$ cat src/rtl/ex_stage_ctrl_if.sv
// ex_stage_ctrl_if: ID/EX handshake, ALU drive and EX/MEM slot signals of the execute-stage controller
interface ex_stage_ctrl_if #(
    parameter int DW   = 16,
    parameter int RW   = 3,
    parameter int CNTW = 16
);
    logic            flush;
    logic            in_valid;
    logic            in_ready;
    logic [4:0]      in_opcode;
    logic [DW-1:0]   in_src1;
    logic [DW-1:0]   in_src2;
    logic [3:0]      in_shamt;
    logic [RW-1:0]   in_rdst;
    logic [12:0]     alu_operation;
    logic [DW-1:0]   alu_op1;
    logic [DW-1:0]   alu_op2;
    logic [3:0]      alu_shamt;
    logic [DW-1:0]   alu_result;
    logic [2:0]      alu_flag;
    logic            out_valid;
    logic            out_ready;
    logic [DW-1:0]   out_result;
    logic [RW-1:0]   out_rdst;
    logic            out_wb_en;
    logic            out_port_en;
    logic [2:0]      ccr;
    logic            illegal;
    logic [CNTW-1:0] retired_cnt;

    modport slave (
        input  flush, in_valid, in_opcode, in_src1, in_src2, in_shamt, in_rdst,
               alu_result, alu_flag, out_ready,
        output in_ready, alu_operation, alu_op1, alu_op2, alu_shamt,
               out_valid, out_result, out_rdst, out_wb_en, out_port_en,
               ccr, illegal, retired_cnt
    );

    modport master (
        output flush, in_valid, in_opcode, in_src1, in_src2, in_shamt, in_rdst,
               alu_result, alu_flag, out_ready,
        input  in_ready, alu_operation, alu_op1, alu_op2, alu_shamt,
               out_valid, out_result, out_rdst, out_wb_en, out_port_en,
               ccr, illegal, retired_cnt
    );
endinterface

$ cat src/rtl/ex_stage_ctrl.sv
// ex_stage_ctrl: EX-stage controller - opcode decode, CCR, EX/MEM slot with backpressure/flush.
// Define CCR_SAVE_EN to add the int_save/rti_restore CCR shadow register.
module ex_stage_ctrl #(
    parameter int DW   = 16,
    parameter int RW   = 3,
    parameter int CNTW = 16
) (
    input  logic clk,
    input  logic rst,
`ifdef CCR_SAVE_EN
    input  logic int_save,
    input  logic rti_restore,
`endif
    ex_stage_ctrl_if.slave bus
);
    typedef enum logic {EMPTY, FULL} state_t;

    state_t          state, state_nx;
    logic [4:0]      op;
    logic            legal, accept, zn_upd, c_upd;
    logic [12:0]     op_sel;
    logic [2:0]      ccr_q, ccr_acc;
    logic [DW-1:0]   result_q, result_nx;
    logic [RW-1:0]   rdst_q;
    logic            wb_q, port_q, illegal_q;
    logic [CNTW-1:0] cnt_q;

    assign op     = bus.in_opcode;
    assign legal  = op < 5'd15;
    assign accept = bus.in_valid && bus.in_ready;

    always_ff @(posedge clk or posedge rst)
        if (rst) state <= EMPTY;
        else state <= state_nx;

    always_comb state_nx = accept ? FULL : (bus.out_ready || bus.flush) ? EMPTY : state;

    always_comb begin
        bus.out_valid = state == FULL;
        bus.in_ready  = (state == EMPTY || bus.out_ready) && !bus.flush;
    end

    always_comb begin
        op_sel = '0;
        case (op)
            5'd0:    op_sel = 13'h0400;
            5'd3:    op_sel = 13'h0200;
            5'd4:    op_sel = 13'h0002;
            5'd5:    op_sel = 13'h0001;
            5'd6:    op_sel = 13'h1000;
            5'd7:    op_sel = 13'h0800;
            5'd8:    op_sel = 13'h0100;
            5'd9:    op_sel = 13'h0080;
            5'd10:   op_sel = 13'h0040;
            5'd11:   op_sel = 13'h0020;
            5'd12:   op_sel = 13'h0010;
            5'd13:   op_sel = 13'h0008;
            5'd14:   op_sel = 13'h0004;
            default: op_sel = '0;
        endcase
    end

    assign bus.alu_operation = (bus.in_valid && !bus.flush) ? op_sel : '0;
    assign bus.alu_op1       = bus.in_src1;
    assign bus.alu_op2       = bus.in_src2;
    assign bus.alu_shamt     = bus.in_shamt;

    // Z/N follow the ALU for logic/arith ops; C only for carry-producing ops
    assign zn_upd     = op inside {5'd3, 5'd4, 5'd5, 5'd9, 5'd10, 5'd11, 5'd12, 5'd13, 5'd14};
    assign c_upd      = op inside {5'd4, 5'd9, 5'd13, 5'd14};
    assign ccr_acc[0] = zn_upd ? bus.alu_flag[0] : ccr_q[0];
    assign ccr_acc[1] = zn_upd ? bus.alu_result[DW-1] : ccr_q[1];
    assign ccr_acc[2] = op == 5'd1 ? 1'b1 : op == 5'd2 ? 1'b0 : c_upd ? bus.alu_flag[2] : ccr_q[2];
    assign result_nx  = (op == 5'd6 || op == 5'd7) ? bus.in_src1 :
                        (op <= 5'd2 || !legal) ? '0 : bus.alu_result;

`ifdef CCR_SAVE_EN
    logic [2:0] shadow_q;

    always_ff @(posedge clk or posedge rst)
        if (rst) shadow_q <= '0;
        else if (int_save) shadow_q <= ccr_q;

    always_ff @(posedge clk or posedge rst)
        if (rst) ccr_q <= '0;
        else if (rti_restore) ccr_q <= shadow_q;
        else if (accept) ccr_q <= ccr_acc;
`else
    always_ff @(posedge clk or posedge rst)
        if (rst) ccr_q <= '0;
        else if (accept) ccr_q <= ccr_acc;
`endif

    always_ff @(posedge clk or posedge rst) begin
        if (rst) begin
            result_q  <= '0;
            rdst_q    <= '0;
            wb_q      <= 1'b0;
            port_q    <= 1'b0;
            illegal_q <= 1'b0;
            cnt_q     <= '0;
        end else begin
            if (accept) begin
                result_q <= result_nx;
                rdst_q   <= bus.in_rdst;
                wb_q     <= op inside {5'd3, 5'd4, 5'd5, 5'd7, 5'd8, 5'd9, 5'd10, 5'd11, 5'd12, 5'd13, 5'd14};
                port_q   <= op == 5'd6;
            end
            if (accept && !legal) illegal_q <= 1'b1;
            if (accept && legal && op != 5'd0) cnt_q <= cnt_q + 1'b1;
        end
    end

    assign bus.out_result  = result_q;
    assign bus.out_rdst    = rdst_q;
    assign bus.out_wb_en   = wb_q;
    assign bus.out_port_en = port_q;
    assign bus.ccr         = ccr_q;
    assign bus.illegal     = illegal_q;
    assign bus.retired_cnt = cnt_q;
endmodule

$ cat src/flat_wrapper.sv
// flat-port wrapper written by rule: the top's interface ports become plain ports
module ex_stage_ctrl_flat 
#(
    parameter int DW   = 16,
    parameter int RW   = 3,
    parameter int CNTW = 16
)
  (clk, rst, bus_flush, bus_in_valid, bus_in_opcode, bus_in_src1, bus_in_src2, bus_in_shamt, bus_in_rdst, bus_alu_result, bus_alu_flag, bus_out_ready, bus_in_ready, bus_alu_operation, bus_alu_op1, bus_alu_op2, bus_alu_shamt, bus_out_valid, bus_out_result, bus_out_rdst, bus_out_wb_en, bus_out_port_en, bus_ccr, bus_illegal, bus_retired_cnt);
  ex_stage_ctrl_if #(.DW(DW), .RW(RW), .CNTW(CNTW)) bus_i ();
  input  logic clk;
  input  logic rst;
  input wire logic [$bits(bus_i.flush)-1:0] bus_flush;
  input wire logic [$bits(bus_i.in_valid)-1:0] bus_in_valid;
  input wire logic [$bits(bus_i.in_opcode)-1:0] bus_in_opcode;
  input wire logic [$bits(bus_i.in_src1)-1:0] bus_in_src1;
  input wire logic [$bits(bus_i.in_src2)-1:0] bus_in_src2;
  input wire logic [$bits(bus_i.in_shamt)-1:0] bus_in_shamt;
  input wire logic [$bits(bus_i.in_rdst)-1:0] bus_in_rdst;
  input wire logic [$bits(bus_i.alu_result)-1:0] bus_alu_result;
  input wire logic [$bits(bus_i.alu_flag)-1:0] bus_alu_flag;
  input wire logic [$bits(bus_i.out_ready)-1:0] bus_out_ready;
  output wire logic [$bits(bus_i.in_ready)-1:0] bus_in_ready;
  output wire logic [$bits(bus_i.alu_operation)-1:0] bus_alu_operation;
  output wire logic [$bits(bus_i.alu_op1)-1:0] bus_alu_op1;
  output wire logic [$bits(bus_i.alu_op2)-1:0] bus_alu_op2;
  output wire logic [$bits(bus_i.alu_shamt)-1:0] bus_alu_shamt;
  output wire logic [$bits(bus_i.out_valid)-1:0] bus_out_valid;
  output wire logic [$bits(bus_i.out_result)-1:0] bus_out_result;
  output wire logic [$bits(bus_i.out_rdst)-1:0] bus_out_rdst;
  output wire logic [$bits(bus_i.out_wb_en)-1:0] bus_out_wb_en;
  output wire logic [$bits(bus_i.out_port_en)-1:0] bus_out_port_en;
  output wire logic [$bits(bus_i.ccr)-1:0] bus_ccr;
  output wire logic [$bits(bus_i.illegal)-1:0] bus_illegal;
  output wire logic [$bits(bus_i.retired_cnt)-1:0] bus_retired_cnt;
  assign bus_i.flush = bus_flush;
  assign bus_i.in_valid = bus_in_valid;
  assign bus_i.in_opcode = bus_in_opcode;
  assign bus_i.in_src1 = bus_in_src1;
  assign bus_i.in_src2 = bus_in_src2;
  assign bus_i.in_shamt = bus_in_shamt;
  assign bus_i.in_rdst = bus_in_rdst;
  assign bus_i.alu_result = bus_alu_result;
  assign bus_i.alu_flag = bus_alu_flag;
  assign bus_i.out_ready = bus_out_ready;
  assign bus_in_ready = bus_i.in_ready;
  assign bus_alu_operation = bus_i.alu_operation;
  assign bus_alu_op1 = bus_i.alu_op1;
  assign bus_alu_op2 = bus_i.alu_op2;
  assign bus_alu_shamt = bus_i.alu_shamt;
  assign bus_out_valid = bus_i.out_valid;
  assign bus_out_result = bus_i.out_result;
  assign bus_out_rdst = bus_i.out_rdst;
  assign bus_out_wb_en = bus_i.out_wb_en;
  assign bus_out_port_en = bus_i.out_port_en;
  assign bus_ccr = bus_i.ccr;
  assign bus_illegal = bus_i.illegal;
  assign bus_retired_cnt = bus_i.retired_cnt;
  ex_stage_ctrl #(.DW(DW), .RW(RW), .CNTW(CNTW)) u_core (.clk(clk), .rst(rst), .bus(bus_i));
endmodule
$ cat config.mk
export PLATFORM = sky130hd
export DESIGN_NAME = ex_stage_ctrl_flat
export DESIGN_NICKNAME = d
export VERILOG_FILES = /design/src/rtl/ex_stage_ctrl_if.sv /design/src/rtl/ex_stage_ctrl.sv /design/src/flat_wrapper.sv
export SDC_FILE = /design/constraint.sdc
export NUM_CORES = 1
export LEC_CHECK = 0
export ABC_AREA = 0
export CORE_ASPECT_RATIO = 0.7
export CORE_MARGIN = 8
export CORE_UTILIZATION = 36
export CTS_CLUSTER_DIAMETER = 120
export CTS_CLUSTER_SIZE = 40
export DETAILED_ROUTE_END_ITERATION = 12
export GPL_TIMING_DRIVEN = 0
export PLACE_DENSITY = 0.81
export SLEW_MARGIN = 30
export SYNTH_ARGS = -nofsm -noshare
export SYNTH_HDL_FRONTEND = slang
export SYNTH_SLANG_ARGS = --single-unit
export TNS_END_PERCENT = 30
$ cat constraint.sdc
create_clock -name clk -period 2 [get_ports clk]
set_clock_uncertainty 0.2 [all_clocks]
set_input_delay 0.4 -clock clk [delete_from_list [all_inputs] [get_ports clk]]
set_output_delay 0.4 -clock clk [all_outputs]
set_load 0.01 [all_outputs]
==> flow_metrics.tcl <==
set metrics [dict create \
    status "finished, violations left" \
    violations "setup timing" \
    required_ps 1400 \
    power_density_nw_per_um2 632 \
    min_period_over_period_pct 102 \
    synth_compound_area_share_pct 10.8 \
    cts_max_path_buffers 2 \
    cp-start-kind "input port" \
    final_antenna_net_count 0 \
    clk_pin_slew_worst_paths_ps 80 \
    intPower_mw 1.82 \
    first_iter_violations 71 \
    grt_antenna_before_repair 0 \
    diodes 0 \
    yosys.area_share.xor_xnor_pct 5.80 \
    wl_um 8240 \
    cts.sinks 42 \
    netlist_instances 236 \
    reg2reg_from "u_core.bus.retired_cnt[4]" \
    fp.dieH_um 84.5 \
    grt_max_degree 23 \
    fin_crit_ps 2030 \
    yosys_warnings 0 \
    yosysMostFrequentCell "dfrtp_1" \
    synth_top_family_by_area "simple AND/OR/NAND/NOR gates" \
    drive_above_1_share_pct 31.5 \
    grtUsageMet1_pct 19.3 \
    cp_max_fo 3 \
    area_growth_pct 70.6 \
    rsz0062_at_grt "true" \
    drv_slew 0 \
    fmax_mhz 492 \
    clk_latency_ps 290 \
    crit_type "input port to primary output" \
    p_sw_mw 0.786 \
    place_hpwl_um 6450 \
    min-delay-start "bus_flush" \
    synth_area_leaders "dfrtp_1 44%, buf_4 12%, a221o_1 6.6%, and2_1 4.7%, mux2_2 3.3%" \
    sequentialPowerShare_pct 41.0 \
    power_leakage_nw 1.87 \
    grt.met2_usage_pct 29.4 \
    fin_cells 484 \
    synth_edf_count 0 \
    grt_pass1_vias 2482 \
    dp_cells 469 \
    final_nets 458 \
    ys.flop_type "dfrtp_1" \
    total_power_mw 2.60 \
    grt.overflow.total 0 \
    synth-seq-cells 42 \
    busiest_layer "met2" \
    htreeDepth 2 \
    drv_cap 0 \
    worstMarginPinSlew_ps 547 \
    hold_path.class "input port to flip-flop" \
    swShare_pct 30.2 \
    synth-simple-area-share_pct 20.4 \
    arrival_ps 1430 \
    grt_pass1_wl_um 12900 \
    yosysUniqueCellTypes 35 \
    final_area_um2 4120 \
    ios 160 \
    pwr-share-comb_pct 37.3 \
    rows 25 \
    fp.coreArea_um2 6630 \
    slew_headroom_pct 63.5 \
    synthTopCellsByCount "42 x dfrtp_1, 39 x buf_4, 18 x and2_1, 18 x nor2_1, 16 x a221o_1" \
    synth_top_area_cell "dfrtp_1" \
    numCtsBuffers 5 \
    route.detailed.drc 0 \
    die_area_um2 9630 \
    vdd.ir_drop.worst_uv 379 \
    hold_viol_final 0 \
    vias_per_cell 4.82 \
    muxShareOfSynthArea_pct 3.26 \
    setup_viol 1 \
    cts_tree "done" \
    start_util_pct 36.4 \
    synthesis.nets 305 \
    synth-async-reset-ratio_pct 100 \
    cts-root-buf "clkbuf_8" \
    grt_util_met3_pct 4.80 \
    dr.pass1.iters 4 \
    avgSynthCellArea_um2 10.2 \
    cts_hold_buf 0 \
    yosysTopAreaCellShare_pct 43.5 \
    dpl-instance-area_um2 3940 \
    syn-cell-area_um2 2410 \
    via_count 2331 \
    layout_setup_ws_ps -31.3 \
    end_kind "primary output" \
    io_buffer_count 138 \
    cp-startpoint "bus_in_opcode[4]" \
    place_congestion 0.797 \
    ys_seq_area_share_pct 43.5 \
    clock_power_share_pct 21.7 \
    post_drt_wl_per_cell_um 17.0 \
    die_x_um 114 \
    track_usage_pct 16.6 \
    synthAdderAreaFrac_pct 0.518 \
]
area by class of cell:
class | count | area, um2
Multi-Input combinational cell | 140 | 1090
Clock inverter | 1 | 5.00
Timing Repair Buffer | 147 | 1370
Inverter | 7 | 26.3
Buffer | 46 | 373
Tap cell | 94 | 118
Clock buffer | 7 | 86.3
Fill cell | 563 | 2510
Sequential cell | 42 | 1050
cell families (layout without fill, tap and decap cells):
family / Yosys count / count (layout)
AOI/OAI and AO/OA: 30 / 30
xor gates and xnor gates: 16 / 16
adders and majority gates: 1 / 1
buffers and inverters: 54 / 208
DFF: 42 / 42
muxes: 7 / 7
and+or+nand+nor: 86 / 86
critical path: stages:
cell,delay [ps]
buf_6,100
nor3b_4,260
buf_4,180
nand3_2,110
nor2_1,110
dlygate4sd2_1,270
registers in the layout, indices dropped and copies added, names as in the netlist:
signal and flops:
u_core.bus.out_rdst 3, u_core.bus.out_valid 1, u_core.bus.out_wb_en 1, u_core.bus.ccr 3
u_core.bus.illegal 1, u_core.bus.retired_cnt 16, u_core.bus.out_result 16, u_core.bus.out_port_en 1
placed cells by master, fill, tap and decap left out, types with 4 or more instances in the layout:
cell type,count
buf_4,59
xnor2_1,7
clkdlybuf4s50_1,101
buf_2,11
nand3_1,5
xor2_1,9
inv_1,6
buf_6,9
mux2_2,7
and2_1,18
nor3_1,6
dfrtp_1,42
a221o_1,16
nand2_1,9
clkbuf_8,8
dlygate4sd2_1,4
nor2_1,16
nor3_2,5
worst paths after layout:
| check | endpoint | slack (ps) | depth (start not counted) |
|---|---|---|---|
| min in group asynchronous | u_core.bus.out_port_en | 260 | 2 |
| worst min register to register | u_core.bus.illegal | 270 | 1 |
| worst max register to register | u_core.bus.retired_cnt[14] | 120 | 4 |
| worst min-delay path | u_core.bus.out_valid | 80 | 2 |
| worst max-delay path | bus_alu_operation[3] | -30 | 6 |
| max in group asynchronous | u_core.bus.ccr[1] | 860 | 3 |
power by group through the flow:
stage | Clock (mW) | Combinational [mW] | Sequential (mW)
after floorplan | 0 | 0.361 | 1.12
after global placement | 0 | 0.915 | 1.07
after detailed placement | 0 | 0.941 | 1.08
after CTS | 0.580 | 0.959 | 1.07
after global routing | 0.616 | 1.04 | 1.09
final | 0.566 | 0.971 | 1.07
stage by stage:
stage                     worst slack [ps]  util, %  setup TNS (ps)  hold WS, ps
after floorplan                        150        -               0          266
after global placement                -784     59.0          -45190          258
after detailed placement              -805     59.4          -25740          262
after CTS                            -18.8     61.5           -29.3         76.3
after global routing                 -98.1     62.1            -740         78.6
final                                -31.3     62.1           -31.3         81.2
layer usage:
metal,wire (um),part of all wire (%)
met2,4150,50
met4,93,1.1
met1,3360,41
met5,0,0
met3,629,7.6
what timing repair did:
| item | CTS | global route |
|---|---|---|
| buffers inserted | 6 | 1 |
| endpoints found under the setup margin | 56 | 25 |
| gates resized for setup | 105 | 13 |
| hold endpoints to repair | 0 | 0 |
| pin swaps | 8 | 2 |
| gates cloned | 1 | 0 |
Note: power is estimated with default switching activity, not from simulation.
